<file path="src/rtl/apb_pkg.sv">
`timescale 1ns/1ps
`default_nettype none
// ----------------------------------------------------------------------------
// apb_pkg
// Shared types and helpers for the APB register-file slave.
// Rev 1.0 - initial release
// ----------------------------------------------------------------------------
package apb_pkg;

  localparam int APB_AW = 32;
  localparam int APB_DW = 32;

  typedef enum logic [0:0] {
    IDLE   = 1'b0,
    ACCESS = 1'b1
  } apb_state_e;

  // log2 of the number of byte lanes in a DW-bit data word (8->0, 16->1, 32->2)
  function automatic int clog2_bytes(input int dw);
    int r;
    r = 0;
    for (int i = 1; i < 8; i++) begin
      if ((1 << i) <= (dw / 8)) r = i;
    end
    return r;
  endfunction

endpackage
`default_nettype wire

</file>
<file path="src/rtl/apb_regfile_slave_if.sv">
`timescale 1ns/1ps
`default_nettype none
// ----------------------------------------------------------------------------
// apb_regfile_slave_if
// APB4 bus bundle with master and slave views.
// Rev 1.0 - initial release
// ----------------------------------------------------------------------------
interface apb_regfile_slave_if
  import apb_pkg::*;
#(
  parameter int AW = APB_AW,
  parameter int DW = APB_DW
);

  logic [AW-1:0]   paddr;
  logic            psel;
  logic            penable;
  logic            pwrite;
  logic [DW-1:0]   pwdata;
  logic [DW/8-1:0] pstrb;
  logic [DW-1:0]   prdata;
  logic            pready;
  logic            pslverr;

  modport master (
    output paddr, psel, penable, pwrite, pwdata, pstrb,
    input  prdata, pready, pslverr
  );

  modport slave (
    input  paddr, psel, penable, pwrite, pwdata, pstrb,
    output prdata, pready, pslverr
  );

endinterface
`default_nettype wire

</file>
<file path="src/rtl/apb_reg_bank.sv">
`timescale 1ns/1ps
`default_nettype none
// ----------------------------------------------------------------------------
// apb_reg_bank
// Register array with byte-strobe merge, RO status muxing and write pulses.
// Rev 1.0 - initial release
// ----------------------------------------------------------------------------
module apb_reg_bank
  import apb_pkg::*;
#(
  parameter int              DW      = APB_DW,
  parameter int              NREG    = 8,
  parameter int              IW      = 3,
  parameter logic [NREG-1:0] RO_MASK = '0,
  parameter logic [DW-1:0]   RST_VAL = '0
) (
  input  logic               pclk,
  input  logic               preset,
  input  logic               we,
  input  logic [IW-1:0]      wr_idx,
  input  logic [DW-1:0]      wdata,
  input  logic [DW/8-1:0]    wstrb,
  input  logic [IW-1:0]      rd_idx,
  output logic [DW-1:0]      rd_data,
  input  logic [NREG*DW-1:0] status_i,
  output logic [NREG*DW-1:0] reg_q,
  output logic [NREG-1:0]    wr_pulse
);

  localparam int BL = DW / 8;

  logic [DW-1:0]   regs_q [NREG];
  logic [DW-1:0]   regs_d [NREG];
  logic [NREG-1:0] wr_pulse_q;
  logic [NREG-1:0] wr_pulse_d;

  // Merge enabled byte lanes into the addressed register; RO entries never take writes
  always_comb begin
    for (int i = 0; i < NREG; i++) begin
      regs_d[i]     = regs_q[i];
      wr_pulse_d[i] = 1'b0;
      if (we && (wr_idx == IW'(i)) && !RO_MASK[i]) begin
        wr_pulse_d[i] = 1'b1;
        for (int b = 0; b < BL; b++) begin
          if (wstrb[b]) regs_d[i][8*b +: 8] = wdata[8*b +: 8];
        end
      end
    end
  end

  // Register storage; reset overrides a write committed on the same edge
  always_ff @(posedge pclk) begin
    if (preset) begin
      for (int i = 0; i < NREG; i++) regs_q[i] <= RST_VAL;
      wr_pulse_q <= '0;
    end else begin
      for (int i = 0; i < NREG; i++) regs_q[i] <= regs_d[i];
      wr_pulse_q <= wr_pulse_d;
    end
  end

  // Read source: live status for RO entries, stored value otherwise
  always_comb begin
    rd_data = '0;
    for (int i = 0; i < NREG; i++) begin
      if (rd_idx == IW'(i)) begin
        rd_data = RO_MASK[i] ? status_i[i*DW +: DW] : regs_q[i];
      end
    end
  end

  generate
    for (genvar g = 0; g < NREG; g++) begin : g_flat
      assign reg_q[g*DW +: DW] = regs_q[g];
    end
  endgenerate

  assign wr_pulse = wr_pulse_q;

endmodule
`default_nettype wire

</file>
<file path="src/rtl/apb_regfile_slave.sv">
`timescale 1ns/1ps
`default_nettype none
// ----------------------------------------------------------------------------
// apb_regfile_slave
// APB4 slave: access FSM, wait-state counter, address decode and error
// response in front of a parameterised register bank.
// Rev 1.0 - initial release
// ----------------------------------------------------------------------------
module apb_regfile_slave
  import apb_pkg::*;
#(
  parameter int              AW          = APB_AW,
  parameter int              DW          = APB_DW,
  parameter int              NREG        = 8,
  parameter int              WAIT_STATES = 0,
  parameter logic [NREG-1:0] RO_MASK     = '0,
  parameter logic [DW-1:0]   RST_VAL     = '0
) (
  input  logic                pclk,
  input  logic                preset,
  apb_regfile_slave_if.slave  bus,
  input  logic [NREG*DW-1:0]  status_i,
  output logic [NREG*DW-1:0]  reg_q,
  output logic [NREG-1:0]     wr_pulse
);

  localparam int         LB = clog2_bytes(DW);
  localparam int         IW = (NREG > 1) ? $clog2(NREG) : 1;
  localparam logic [3:0] WS = 4'(WAIT_STATES);

  apb_state_e    state_q, state_d;
  logic [3:0]    wcnt_q, wcnt_d;
  logic [DW-1:0] prdata_q, prdata_d;
  logic          err_q, err_d;
  logic          write_q, write_d;
  logic [IW-1:0] idx_q, idx_d;

  logic [AW-1:0] idx_full;
  logic [IW-1:0] idx_a;
  logic          in_range;
  logic          misaligned;
  logic          ro_hit;
  logic          setup;
  logic          last;
  logic          commit;
  logic [DW-1:0] rd_data;

  assign idx_full = bus.paddr >> LB;
  assign idx_a    = idx_full[IW-1:0];
  assign in_range = (idx_full < AW'(NREG));

  generate
    if (LB > 0) begin : g_align
      assign misaligned = |bus.paddr[LB-1:0];
    end else begin : g_no_align
      assign misaligned = 1'b0;
    end
  endgenerate

  // Flag whether the decoded index lands on a read-only register
  always_comb begin
    ro_hit = 1'b0;
    for (int i = 0; i < NREG; i++) begin
      if ((idx_a == IW'(i)) && RO_MASK[i]) ro_hit = 1'b1;
    end
  end

  assign setup  = (state_q == IDLE) & bus.psel & ~bus.penable;
  assign last   = (state_q == ACCESS) & bus.psel & bus.penable & (wcnt_q == WS);
  assign commit = last & write_q & ~err_q;

  assign bus.pready  = last;
  assign bus.pslverr = last & err_q;
  assign bus.prdata  = prdata_q;

  // Next-state: decode and capture read data at setup, count waits in access
  always_comb begin
    state_d  = state_q;
    wcnt_d   = wcnt_q;
    prdata_d = prdata_q;
    err_d    = err_q;
    write_d  = write_q;
    idx_d    = idx_q;
    case (state_q)
      IDLE: begin
        if (setup) begin
          state_d  = ACCESS;
          wcnt_d   = '0;
          err_d    = ~in_range | misaligned | (bus.pwrite & ro_hit);
          write_d  = bus.pwrite;
          idx_d    = idx_a;
          prdata_d = (bus.pwrite | ~in_range | misaligned) ? '0 : rd_data;
        end
      end
      ACCESS: begin
        if (!bus.psel) begin
          // master abandoned the transfer: nothing is committed
          state_d = IDLE;
          wcnt_d  = '0;
        end else if (last) begin
          state_d = IDLE;
          wcnt_d  = '0;
        end else if (bus.penable && (wcnt_q != WS)) begin
          wcnt_d = wcnt_q + 4'd1;
        end
      end
      default: begin
        state_d = IDLE;
        wcnt_d  = '0;
      end
    endcase
  end

  // FSM and captured-transfer registers
  always_ff @(posedge pclk) begin
    if (preset) begin
      state_q  <= IDLE;
      wcnt_q   <= '0;
      prdata_q <= '0;
      err_q    <= 1'b0;
      write_q  <= 1'b0;
      idx_q    <= '0;
    end else begin
      state_q  <= state_d;
      wcnt_q   <= wcnt_d;
      prdata_q <= prdata_d;
      err_q    <= err_d;
      write_q  <= write_d;
      idx_q    <= idx_d;
    end
  end

  apb_reg_bank #(
    .DW      (DW),
    .NREG    (NREG),
    .IW      (IW),
    .RO_MASK (RO_MASK),
    .RST_VAL (RST_VAL)
  ) u_bank (
    .pclk     (pclk),
    .preset   (preset),
    .we       (commit),
    .wr_idx   (idx_q),
    .wdata    (bus.pwdata),
    .wstrb    (bus.pstrb),
    .rd_idx   (idx_a),
    .rd_data  (rd_data),
    .status_i (status_i),
    .reg_q    (reg_q),
    .wr_pulse (wr_pulse)
  );

endmodule
`default_nettype wire

</file>
<file path="src/flat_wrapper.sv">
// flat-port wrapper written by rule: the top's interface ports become plain ports
module apb_regfile_slave_flat import apb_pkg::*;
#(
  parameter int              AW          = APB_AW,
  parameter int              DW          = APB_DW,
  parameter int              NREG        = 8,
  parameter int              WAIT_STATES = 0,
  parameter logic [NREG-1:0] RO_MASK     = '0,
  parameter logic [DW-1:0]   RST_VAL     = '0
)
  (pclk, preset, status_i, reg_q, wr_pulse, bus_paddr, bus_psel, bus_penable, bus_pwrite, bus_pwdata, bus_pstrb, bus_prdata, bus_pready, bus_pslverr);
  apb_regfile_slave_if #(.AW(AW), .DW(DW)) bus_i ();
  input  logic pclk;
  input  logic preset;
  input  logic [NREG*DW-1:0] status_i;
  output logic [NREG*DW-1:0] reg_q;
  output logic [NREG-1:0] wr_pulse;
  input wire logic [$bits(bus_i.paddr)-1:0] bus_paddr;
  input wire logic [$bits(bus_i.psel)-1:0] bus_psel;
  input wire logic [$bits(bus_i.penable)-1:0] bus_penable;
  input wire logic [$bits(bus_i.pwrite)-1:0] bus_pwrite;
  input wire logic [$bits(bus_i.pwdata)-1:0] bus_pwdata;
  input wire logic [$bits(bus_i.pstrb)-1:0] bus_pstrb;
  output wire logic [$bits(bus_i.prdata)-1:0] bus_prdata;
  output wire logic [$bits(bus_i.pready)-1:0] bus_pready;
  output wire logic [$bits(bus_i.pslverr)-1:0] bus_pslverr;
  assign bus_i.paddr = bus_paddr;
  assign bus_i.psel = bus_psel;
  assign bus_i.penable = bus_penable;
  assign bus_i.pwrite = bus_pwrite;
  assign bus_i.pwdata = bus_pwdata;
  assign bus_i.pstrb = bus_pstrb;
  assign bus_prdata = bus_i.prdata;
  assign bus_pready = bus_i.pready;
  assign bus_pslverr = bus_i.pslverr;
  apb_regfile_slave #(.AW(AW), .DW(DW), .NREG(NREG), .WAIT_STATES(WAIT_STATES), .RO_MASK(RO_MASK), .RST_VAL(RST_VAL)) u_core (.pclk(pclk), .preset(preset), .bus(bus_i), .status_i(status_i), .reg_q(reg_q), .wr_pulse(wr_pulse));
endmodule
</file>
<file path="config.mk">
export PLATFORM = sky130hd
export DESIGN_NAME = apb_regfile_slave_flat
export DESIGN_NICKNAME = d
export VERILOG_FILES = /design/src/rtl/apb_pkg.sv /design/src/rtl/apb_regfile_slave_if.sv /design/src/rtl/apb_reg_bank.sv /design/src/rtl/apb_regfile_slave.sv /design/src/flat_wrapper.sv
export SDC_FILE = /design/constraint.sdc
export NUM_CORES = 1
export LEC_CHECK = 0
export ABC_AREA = 1
export CAP_MARGIN = 40
export CORE_AREA = 2 2 242 244
export DETAILED_ROUTE_END_ITERATION = 12
export DIE_AREA = 0 0 244 246
export PLACE_DENSITY = 0.47
export SETUP_SLACK_MARGIN = 0.3
export SLEW_MARGIN = 20
export SYNTH_ARGS = -nofsm -noshare
export SYNTH_HDL_FRONTEND = slang
export SYNTH_HIERARCHICAL = 1
export SYNTH_SLANG_ARGS = --single-unit
</file>
<file path="constraint.sdc">
create_clock -name pclk -period 5.9 [get_ports pclk]
set_clock_uncertainty 0.15 [all_clocks]
set_input_delay 1.77 -clock pclk [delete_from_list [all_inputs] [get_ports pclk]]
set_output_delay 1.77 -clock pclk [all_outputs]
set_load 0.02 [all_outputs]
</file>
* Word-level counts from Yosys, hierarchy flattened
Memory sizes are Yosys's and may differ from the RTL's.
Index checks and enable logic that the tools add are counted.
** Cells by class
- $add $sub $neg :: 1
- $lt $le $gt $ge :: 1
- Eq/ne operators :: 16
- Muxes and demuxes :: 77
- Bitwise logic cells :: 23
- Reductions and logical operators :: 16
** Operator list (number)
- $mux 32 :: 25
- $mux 8 :: 32
- $lt 30x4->1 const B :: 1
- $eq 3x3->1 const B :: 8
- $mux 4 :: 4
- $mux 1 :: 14
- $eq 3x2->1 const B :: 4
- $or 1x1->1 :: 11
- $logic_and 1x1->1 :: 9
- $and 1x1->1 :: 8
- $pmux 4 s2 :: 1
- $eq 3x1->1 const B :: 2
- $logic_not 3->1 :: 2
- $add 4x1->4 const B :: 1
- $logic_not 4->1 :: 1
- $ne 4x4->1 const B :: 1
- $not 1->1 :: 4
- $reduce_and 2->1 :: 2
- $reduce_bool 4->1 :: 1
- $ne 2x1->1 const B :: 1
- $pmux 1 s2 :: 1
- $reduce_or 2->1 :: 1
** Word-level totals
- Register bits :: 50
- RAM bits :: 256
- Bits of input ports :: 329
- Memories :: 1
** Memory list
- u_core.u_bank.regs_q :: words 8, bits a word 32, read ports 8, clocked after memory_dff 0, wr ports 8, line apb_reg_bank.sv:32 : logic [DW-1:0] regs_q [NREG];

* Depth between registers and ports, before layout
Gate-level depths: netlist of run 1.
- Depth in word-level cells :: 10
- Gate-level depth with buffers :: 12

* Hierarchy
Netlist of run 1, hierarchy kept.
** Modules (own cells, without submodules)
- apb_reg_bank :: instances 1, cells an instance 1609, area an instance 11657.4 sq um, seq. area each 5285.1 sq um
- apb_regfile_slave :: instances 1, cells an instance 235, area an instance 1750.4 sq um, seq. area each 840.8 sq um

* Least setup slack after synthesis of run 1
Ideal clock, no wire load.
- Kind :: input -> output
- From :: input bus_penable
- To :: output bus_pslverr
- Arrival :: 2.602 ns
- Required time :: 3.980 ns
- Setup slack :: 1.378 ns
- Cell stages on the path :: 4
- Buffers on the path :: 0
- Path through :: nand3_1 -> nor2_1 -> inv_1 -> nor2_1
** On the way
- Cells in the longest elaborated chain, start to end :: 3
** RTL lines
- from (decl) :: line flat_wrapper.sv:20 : input wire logic [$bits(bus_i.penable)-1:0] bus_penable;
- $and 1x1->1 (2 in a row) :: line apb_regfile_slave.sv:69 : assign last = (state_q == ACCESS) & bus.psel & bus.penable & (wcnt_q == WS);
- named net bus_pready :: line flat_wrapper.sv:25 : output wire logic [$bits(bus_i.pready)-1:0] bus_pready;
- $and 1x1->1 :: line apb_regfile_slave.sv:73 : assign bus.pslverr = last & err_q;
- to (decl) :: line flat_wrapper.sv:26 : output wire logic [$bits(bus_i.pslverr)-1:0] bus_pslverr;
The timed path passes the listed nets, and every way through them passes these cells.

* Worst setup path in the final report of run 1
- From :: input bus_psel
- To :: output bus_pslverr
** On the way
- Cells in the longest elaborated chain, start to end :: 4
** RTL lines
- from (decl) :: line flat_wrapper.sv:19 : input wire logic [$bits(bus_i.psel)-1:0] bus_psel;
- $and 1x1->1 (3 in a row) :: line apb_regfile_slave.sv:69
- $and 1x1->1 :: line apb_regfile_slave.sv:73
No other way between the ends.

==> tab_implementation.tex, run 1 <==
\begin{tabular}{lr}
\hline
Metric & Value \\
\hline
\multicolumn{2}{l}{\textbf{Status}} \\
Status & completed \\
\multicolumn{2}{l}{\textbf{Route}} \\
Overall routed net length & 63800 um \\
Remaining antenna violation count & 0 \\
Vias/cell & 5.00 \\
Count of TritonRoute iterations in the first routing pass & 6 \\
Count of routing violations after the opening detailed-route iteration & 1184 \\
Average wire per standard cell & 21.9 um \\
DRC violations left & 0 \\
Vias & 14600 \\
\multicolumn{2}{l}{\textbf{Pwr}} \\
IR drop worst, VDD & 0.165 mV \\
Comb pwr share & 5.7\% \\
Net switching power & 1.12 mW \\
Part of the total power dissipated in sequential elements & 43.3\% \\
Leakage & 5.97 nW \\
Cell area power density & 252 nW/um2 \\
Clk network pwr share & 51.1\% \\
Internal portion of total power & 3.67 mW \\
Net switching fraction of the power & 23.3\% \\
\multicolumn{2}{l}{\textbf{GRT}} \\
Antenna violations before repair & 0 \\
Pin count of the biggest net entering global routing & 146 \\
Number of global-route vias before repair & 13800 \\
Final global-route overflow total & 0 \\
Total routing usage reported by global routing & 20.2\% \\
Global-route wire length before repair & 92200 um \\
\multicolumn{2}{l}{\textbf{Placed design}} \\
RePlAce Congestion & 0.835 \\
IO Port Bufs & 370 \\
Final HPWL from detailed placement & 45100 um \\
Setup slack after placement & 536 ps \\
Number of cells after detailed placement & 2849 \\
\multicolumn{2}{l}{\textbf{Die}} \\
Initial standard-cell utilization of the core & 23.4\% \\
Y dimension of the die & 246 um \\
Total number of placement rows & 88 \\
Core footprint & 57400 um2 \\
Area enclosed by the die boundary & 60000 um2 \\
Total I/O pin count & 627 \\
Die width & 244 um \\
\multicolumn{2}{l}{\textbf{Logic synthesis}} \\
Post-synthesis sequential area ratio & 45.7\% \\
Count leader, synth & sky130\_fd\_sc\_hd\_\_nand2\_1 \\
Syn\_area\_per\_cell & 7.27 um2 \\
Post-synth cell types & 25 \\
Synthesized instance count & 1844 \\
FF+latch count, synth & 306 \\
Count of flip-flops with a built-in enable after synthesis & 0 \\
Top post-synthesis cells by area & sky130\_fd\_sc\_hd\_\_dfxtp\_1 (46\%), sky130\_fd\_sc\_hd\_\_nand2\_1 (12\%), sky130\_fd\_sc\_hd\_\_a21oi\_1 (9.7\%) \\
Syn Nets & 2175 \\
Proportion of synthesized flip-flops having asynchronous set or reset & 0\% \\
Cell type contributing the most total cell area after synthesis & sky130\_fd\_sc\_hd\_\_dfxtp\_1 \\
Leading cell types by count after synthesis & sky130\_fd\_sc\_hd\_\_nand2\_1 (439), sky130\_fd\_sc\_hd\_\_dfxtp\_1 (306), sky130\_fd\_sc\_hd\_\_a21oi\_1 (261) \\
Post-synthesis instance area & 13400 um2 \\
Number of warnings printed during yosys synthesis & 6 \\
Commonest register cell after synthesis & sky130\_fd\_sc\_hd\_\_dfxtp\_1 \\
Share of Yosys cell area claimed by the top area cell type & 45.7\% \\
\multicolumn{2}{l}{\textbf{Layout}} \\
Final Non-Filler Cells & 2912 \\
Synthesis-to-finish area growth & 41.9\% \\
Nets@finish & 2456 \\
Ratio of cells with drive above 1 in the final layout & 6.20\% \\
Area taken by flip-flops and latches & 6130 um2 \\
Number of fillers in the final layout & 6009 \\
Area of the multi-input gates & 6300 um2 \\
\multicolumn{2}{l}{\textbf{Timing}} \\
Setup repair after global routing missed its margin & no \\
Final setup margin & 563 ps \\
Final worst-path cycle share & 90.5\% \\
Max frequency & 187 MHz \\
Worst-case hold slack & 314 ps \\
Relative slew slack & 33.0\% \\
Count of final max-slew check failures & 0 \\
Minimum clock period after layout & 5340 ps \\
Worst-Margin Slew & 1000 ps \\
Hold violation total from the final report & 0 \\
Sum of negative setup slack & 0 ps \\
Setup violations, final & 0 \\
\multicolumn{2}{l}{\textbf{Clocking}} \\
Clk sinks & 306 \\
Setup repair bufs after CTS & 0 \\
H-Tree Level Count & 2 \\
Clock tree from TritonCTS & yes \\
Maximum buffer depth of the clock tree & 3 \\
Hold-fix buffer count after cts & 0 \\
Number of buffers inserted during clock tree synthesis & 38 \\
CTS Root Buffer Type & sky130\_fd\_sc\_hd\_\_clkbuf\_16 \\
Number of instances resized during post-cts repair & 0 \\
Clk slew on worst S/H paths & 50 ps \\
Skew-Pair Late Insertion Delay & 540 ps \\
\multicolumn{2}{l}{\textbf{Hold path}} \\
Worst hold path type & register to register \\
\multicolumn{2}{l}{\textbf{Critical path}} \\
Highest net fanout along the worst path & 3 \\
Worst EP required & 3980 ps \\
WP data arrival & 3420 ps \\
Worst setup EP type & output port \\
Critical Setup Path Class & input port to output port \\
Startpoint type of the worst setup path & input port \\
\multicolumn{2}{l}{\textbf{Job}} \\
Max-cap viol count & 0 \\
\hline
\end{tabular}
worst max-delay path, cell delays in order:
cell and delay [ps]:
sky130_fd_sc_hd__clkdlybuf4s50_1 550, sky130_fd_sc_hd__nand3_1 90, sky130_fd_sc_hd__nor2_1 190, sky130_fd_sc_hd__inv_1 90, sky130_fd_sc_hd__nor2_1 90, sky130_fd_sc_hd__clkdlybuf4s50_1 630
routing by layer:
layer  part of all wire (%)  track usage [%]  routed length (um)  vias to the layer above
met1                     44             26.9               27800                     7026
met4                    2.9             6.40                1870                        0
met5                      0                0                   0                        -
met2                     46             32.7               29600                      593
met3                    7.1             4.16                4540                       82
li1                       -                -                   -                     6873
per-stage QoR:
step	util (%)	power (mW)	area, um2
detailed placement	30.9	2.39	17700
CTS	33.1	4.85	19000
global placement	30.6	2.38	17600
floorplan	-	2.26	13400
global route	33.2	4.96	19000
finish	33.2	4.79	19000
kinds of logic (layout without fill, tap and decap cells):
kind of cell | Yosys count | count (layout) | synth area share [%]
compound gates | 296 | 296 | 11.7
flops | 306 | 306 | 45.7
xor+xnor | 3 | 3 | 0.196
fa+ha+maj | 2 | 2 | 0.187
buf+inv | 225 | 527 | 7.66
other cells | 0 | 1 | 0
simple gates | 1012 | 1012 | 34.6
registers in the layout, summed over array words and instances, names as in the netlist:
name,cells
u_core/bus.prdata,32
u_core/state_q,1
u_core/u_bank/regs_q,256
u_core/idx_q,3
u_core/u_bank/wr_pulse,8
u_core/err_q,1
u_core/wcnt_q,4
u_core/write_q,1
cell type report:
type / instances / share of cell area (%)
Antenna cell: 1 / 0.0131
Clock buffer: 53 / 5.89
Clock inverter: 8 / 0.881
Inverter: 55 / 1.10
Multi-Input combinational cell: 1313 / 33.1
Sequential cell: 306 / 32.2
Tap cell: 765 / 5.03
Timing Repair Buffer: 411 / 21.8
power by group through the flow:
| stage | registers, mW | clock network (mW) | logic (mW) |
|---|---|---|---|
| 2_1_floorplan | 2.12 | 0 | 0.141 |
| 6_report | 2.07 | 2.45 | 0.271 |
| 3_5_place_dp | 2.12 | 0 | 0.270 |
| 5_1_grt | 2.07 | 2.60 | 0.289 |
| 3_3_place_gp | 2.12 | 0 | 0.258 |
| 4_1_cts | 2.07 | 2.51 | 0.270 |
worst paths after layout:
check / to / cells after the start / slack (ps) / startpoint
setup / recovery: bus_pslverr / 6 / 560 / bus_psel
hold / removal: u_core/bus.prdata[11] / 2 / 310 / u_core/bus.prdata[11]
setup reg to reg: u_core/u_bank/regs_q[0][59] / 11 / 2760 / u_core/wcnt_q[0]
hold reg to reg: u_core/bus.prdata[11] / 2 / 310 / u_core/bus.prdata[11]
layout by cell type, fill, tap and decap left out:
master,netlist,layout
sky130_fd_sc_hd__nand2_1,439,438
sky130_fd_sc_hd__clkdlybuf4s50_1,0,363
sky130_fd_sc_hd__dfxtp_1,306,306
sky130_fd_sc_hd__a21oi_1,261,261
sky130_fd_sc_hd__nand3_1,256,256
sky130_fd_sc_hd__nand4_1,161,161
sky130_fd_sc_hd__nor2_1,124,123
sky130_fd_sc_hd__inv_1,48,47
sky130_fd_sc_hd__clkbuf_16,0,41
sky130_fd_sc_hd__a211oi_1,33,33
sky130_fd_sc_hd__buf_4,8,29
sky130_fd_sc_hd__nor2_4,7,11
sky130_fd_sc_hd__nor3_1,10,10
sky130_fd_sc_hd__buf_12,0,8
sky130_fd_sc_hd__clkbuf_1,71,7
sky130_fd_sc_hd__inv_2,7,7
sky130_fd_sc_hd__nand2_2,6,7
sky130_fd_sc_hd__buf_2,66,6
sky130_fd_sc_hd__clkbuf_8,0,5
sky130_fd_sc_hd__bufinv_16,0,5
sky130_fd_sc_hd__xor2_1,3,3
sky130_fd_sc_hd__buf_16,0,3
sky130_fd_sc_hd__nor3_4,0,3
sky130_fd_sc_hd__clkinv_2,0,2
sky130_fd_sc_hd__o21ai_0,2,2
sky130_fd_sc_hd__ha_1,2,2
sky130_fd_sc_hd__diode_2,0,1
sky130_fd_sc_hd__clkinvlp_4,0,1
sky130_fd_sc_hd__buf_8,0,1
sky130_fd_sc_hd__or2_1,1,1
sky130_fd_sc_hd__nor2_2,4,1
sky130_fd_sc_hd__nand3_2,1,1
sky130_fd_sc_hd__inv_4,0,1
sky130_fd_sc_hd__buf_6,7,1
(Power assumes the default switching activity.)
==> run 2: changes to the inputs <==
--- a/config.mk
+++ b/config.mk
@@ -10,6 +10,7 @@
 export CORE_AREA = 2 2 242 244
 export DETAILED_ROUTE_END_ITERATION = 12
 export DIE_AREA = 0 0 244 246
+export GPL_TIMING_DRIVEN = 0
 export PLACE_DENSITY = 0.47
 export SETUP_SLACK_MARGIN = 0.3
 export SLEW_MARGIN = 20
@@ -17,3 +18,4 @@
 export SYNTH_HDL_FRONTEND = slang
 export SYNTH_HIERARCHICAL = 1
 export SYNTH_SLANG_ARGS = --single-unit
+export TNS_END_PERCENT = 20
==> run 2 against run 1 <==
Against the previous run:
- count of clock-buffer cells in the layout increased by 2
- non-clock buffer count increased by 103
- critical path depth unchanged
- die area unchanged
- register-to-register slack got worse by 180 ps
- total power decreased by 1.3%
- utilization about the same
- maximum frequency increased by 0.32%
- global-route usage increased by 3.4 points
- combinational power increased by 9.2%
- largest power group unchanged
==> tab_implementation.tex, run 2 (synthesized netlist as in run 1, its figures left out) <==
\begin{tabular}{lr}
\hline
Metric & Value \\
\hline
\multicolumn{2}{l}{\textbf{Hold path}} \\
Number of cells on the worst hold path & 2 (unchanged) \\
Worst hold path type & register to register \\
Worst hold path startpoint & u\_core/bus.prdata[26] \\
\multicolumn{2}{l}{\textbf{Pwr}} \\
Net switching fraction of the power & 24.9\% (+1.6 points) \\
Final Power & 4.73 mW (-1.3\%) \\
Net switching power & 1.18 mW (+5.7\%) \\
Leakage & 6.09 nW (+2.0\%) \\
Clk network pwr share & 49.9\% (-1.2 points) \\
Part of the total power dissipated in sequential elements & 43.8\% (+0.5 points) \\
Comb pwr share & 6.3\% (+0.6 points) \\
Internal portion of total power & 3.55 mW (-3.4\%) \\
Cell area power density & 248 nW/um2 (-1.3\%) \\
IR drop worst, VDD & 0.172 mV (+4.0\%) \\
\multicolumn{2}{l}{\textbf{Critical path}} \\
Startpoint type of the worst setup path & input port \\
WP data arrival & 3400 ps (-20 ps) \\
Beginning of the critical path & bus\_penable \\
FF-to-FF Start & u\_core/wcnt\_q[0] \\
Worst EP required & 3980 ps (about the same) \\
Highest net fanout along the worst path & 3 (unchanged) \\
Critical Setup Path Class & input port to output port \\
Worst setup EP type & output port \\
Register-to-Register Path Depth & 11 (unchanged) \\
Register-to-Register Setup Slack & 2580 ps (-180 ps) \\
\multicolumn{2}{l}{\textbf{Clocking}} \\
Setup repair bufs after CTS & 0 (unchanged) \\
Number of instances resized during post-cts repair & 0 (unchanged) \\
Number of buffers inserted during clock tree synthesis & 37 (-2.6\%) \\
Clock tree from TritonCTS & yes \\
Hold-fix buffer count after cts & 0 (unchanged) \\
Skew-Pair Late Insertion Delay & 560 ps (+20 ps) \\
Clk sinks & 306 (unchanged) \\
Maximum buffer depth of the clock tree & 3 (unchanged) \\
Clk slew on worst S/H paths & 60 ps (about the same) \\
CTS Root Buffer Type & sky130\_fd\_sc\_hd\_\_clkbuf\_16 \\
H-Tree Level Count & 2 (unchanged) \\
\multicolumn{2}{l}{\textbf{Timing}} \\
Setup violations, final & 0 (unchanged) \\
Relative slew slack & 42.3\% (+9.2 points) \\
Minimum clock period after layout & 5320 ps (-17.1 ps) \\
Setup repair after global routing missed its margin & no \\
Final setup margin & 580 ps (+17.1 ps) \\
Worst-Margin Slew & 866 ps (-139 ps) \\
Worst-case hold slack & 314 ps (+0.480 ps) \\
Hold violation total from the final report & 0 (unchanged) \\
Final worst-path cycle share & 90.2\% (-0.29 points) \\
Sum of negative setup slack & 0 ps (unchanged) \\
Max frequency & 188 MHz (+0.32\%) \\
Count of final max-slew check failures & 0 (unchanged) \\
\multicolumn{2}{l}{\textbf{Die}} \\
Initial standard-cell utilization of the core & 23.4\% (unchanged) \\
Total I/O pin count & 627 (unchanged) \\
Area enclosed by the die boundary & 60000 um2 (unchanged) \\
Total number of placement rows & 88 (unchanged) \\
Die width & 244 um (unchanged) \\
Core footprint & 57400 um2 (unchanged) \\
Y dimension of the die & 246 um (unchanged) \\
\multicolumn{2}{l}{\textbf{GRT}} \\
Number of global-route vias before repair & 14400 (+4.6\%) \\
Total routing usage reported by global routing & 23.6\% (+3.4 points) \\
Final global-route overflow total & 0 (unchanged) \\
Global-route wire length before repair & 103000 um (+12\%) \\
Antenna violations before repair & 2 (+2) \\
Pin count of the biggest net entering global routing & 13 (-91\%) \\
\multicolumn{2}{l}{\textbf{Layout}} \\
Nets@finish & 2558 (+4.2\%) \\
Number of fillers in the final layout & 6063 (+0.90\%) \\
Count of inserted antenna diode cells & 0 (-1) \\
Most common cell after layout, fill and taps aside & sky130\_fd\_sc\_hd\_\_nand2\_1 \\
Fin util & 33.2\% (about the same) \\
Cell area after layout & 19000 um2 (about the same) \\
Final Non-Filler Cells & 3017 (+3.6\%) \\
Ratio of cells with drive above 1 in the final layout & 8.13\% (+1.9 points) \\
Number of flip-flops under the largest register name & 256 (unchanged) \\
Register containing the most flip-flops in the final layout & u\_core/u\_bank/regs\_q \\
Synthesis-to-finish area growth & 42.0\% (about the same) \\
Commonest non-fill, non-tap cells in the layout & sky130\_fd\_sc\_hd\_\_nand2\_1 (439), sky130\_fd\_sc\_hd\_\_clkdlybuf4s50\_1 (338), sky130\_fd\_sc\_hd\_\_dfxtp\_1 (306) \\
\multicolumn{2}{l}{\textbf{Placed design}} \\
RePlAce Congestion & 0.939 (+12\%) \\
Setup slack after placement & 602 ps (+65.6 ps) \\
Number of cells after detailed placement & 2951 (+3.6\%) \\
Final HPWL from detailed placement & 56600 um (+25\%) \\
IO Port Bufs & 338 (-8.6\%) \\
Total cell area at the placement stage & 17800 um2 (+0.41\%) \\
\multicolumn{2}{l}{\textbf{Route}} \\
Vias & 15400 (+5.5\%) \\
Count of TritonRoute iterations in the first routing pass & 5 (-1) \\
Vias/cell & 5.09 (+1.8\%) \\
Average wire per standard cell & 24.4 um (+12\%) \\
Count of routing violations after the opening detailed-route iteration & 1681 (+42\%) \\
Remaining antenna violation count & 0 (unchanged) \\
DRC violations left & 0 (unchanged) \\
Overall routed net length & 73700 um (+16\%) \\
\multicolumn{2}{l}{\textbf{Status}} \\
Status & completed \\
\multicolumn{2}{l}{\textbf{Job}} \\
Max-cap viol count & 0 (unchanged) \\
\hline
\end{tabular}
==> run 2: cell count changes in the layout (fill, tap and decap cells not counted), sizes merged <==
cell,change
clkbuf,+87
inv,+1
buf,+43
clkdlybuf4s50,-25
diode,-1
bufinv,-2
clkinv,+2
==> run 2: layer usage <==
layer	GRT usage [%]	wire length (um)	vias up
met1	29.5	30100	7364
li1	-	-	7096
met4	8.09	2380	2
met2	39.5	34700	785
met3	5.78	6550	122
met5	0	13	-
==> run 2: power groups by stage <==
stage,sequential (mW),clock [mW],combinational [mW]
2_1_floorplan,2.12,0,0.141
3_3_place_gp,2.12,0,0.284
3_5_place_dp,2.12,0,0.290
4_1_cts,2.07,2.41,0.291
5_1_grt,2.07,2.48,0.310
6_report,2.07,2.36,0.296
==> run 2: final timing paths <==
path | endpoint
worst max-delay path | bus_pslverr
worst min-delay path | u_core/bus.prdata[26]
worst max register to register | u_core/u_bank/regs_q[0][22]
worst min register to register | u_core/bus.prdata[26]
==> run 2: final cells by class <==
class	instances	area [um2]	share of cell area (%)
inverter	55	206	1.08
tap	765	957	5.03
clock buffer	55	1100	5.76
sequential	306	6130	32.2
buffer	170	821	4.31
multi-input combinational	1313	6250	32.8
clock inverter	9	130	0.683
timing repair buffer	344	3450	18.1
==> run 2: worst max-delay path, stage by stage <==
cell                              delay (ps)
sky130_fd_sc_hd__clkdlybuf4s50_1         520
sky130_fd_sc_hd__nand3_1                  90
sky130_fd_sc_hd__nor2_1                  200
sky130_fd_sc_hd__inv_1                    90
sky130_fd_sc_hd__nor2_1                  100
sky130_fd_sc_hd__clkdlybuf4s50_1         620
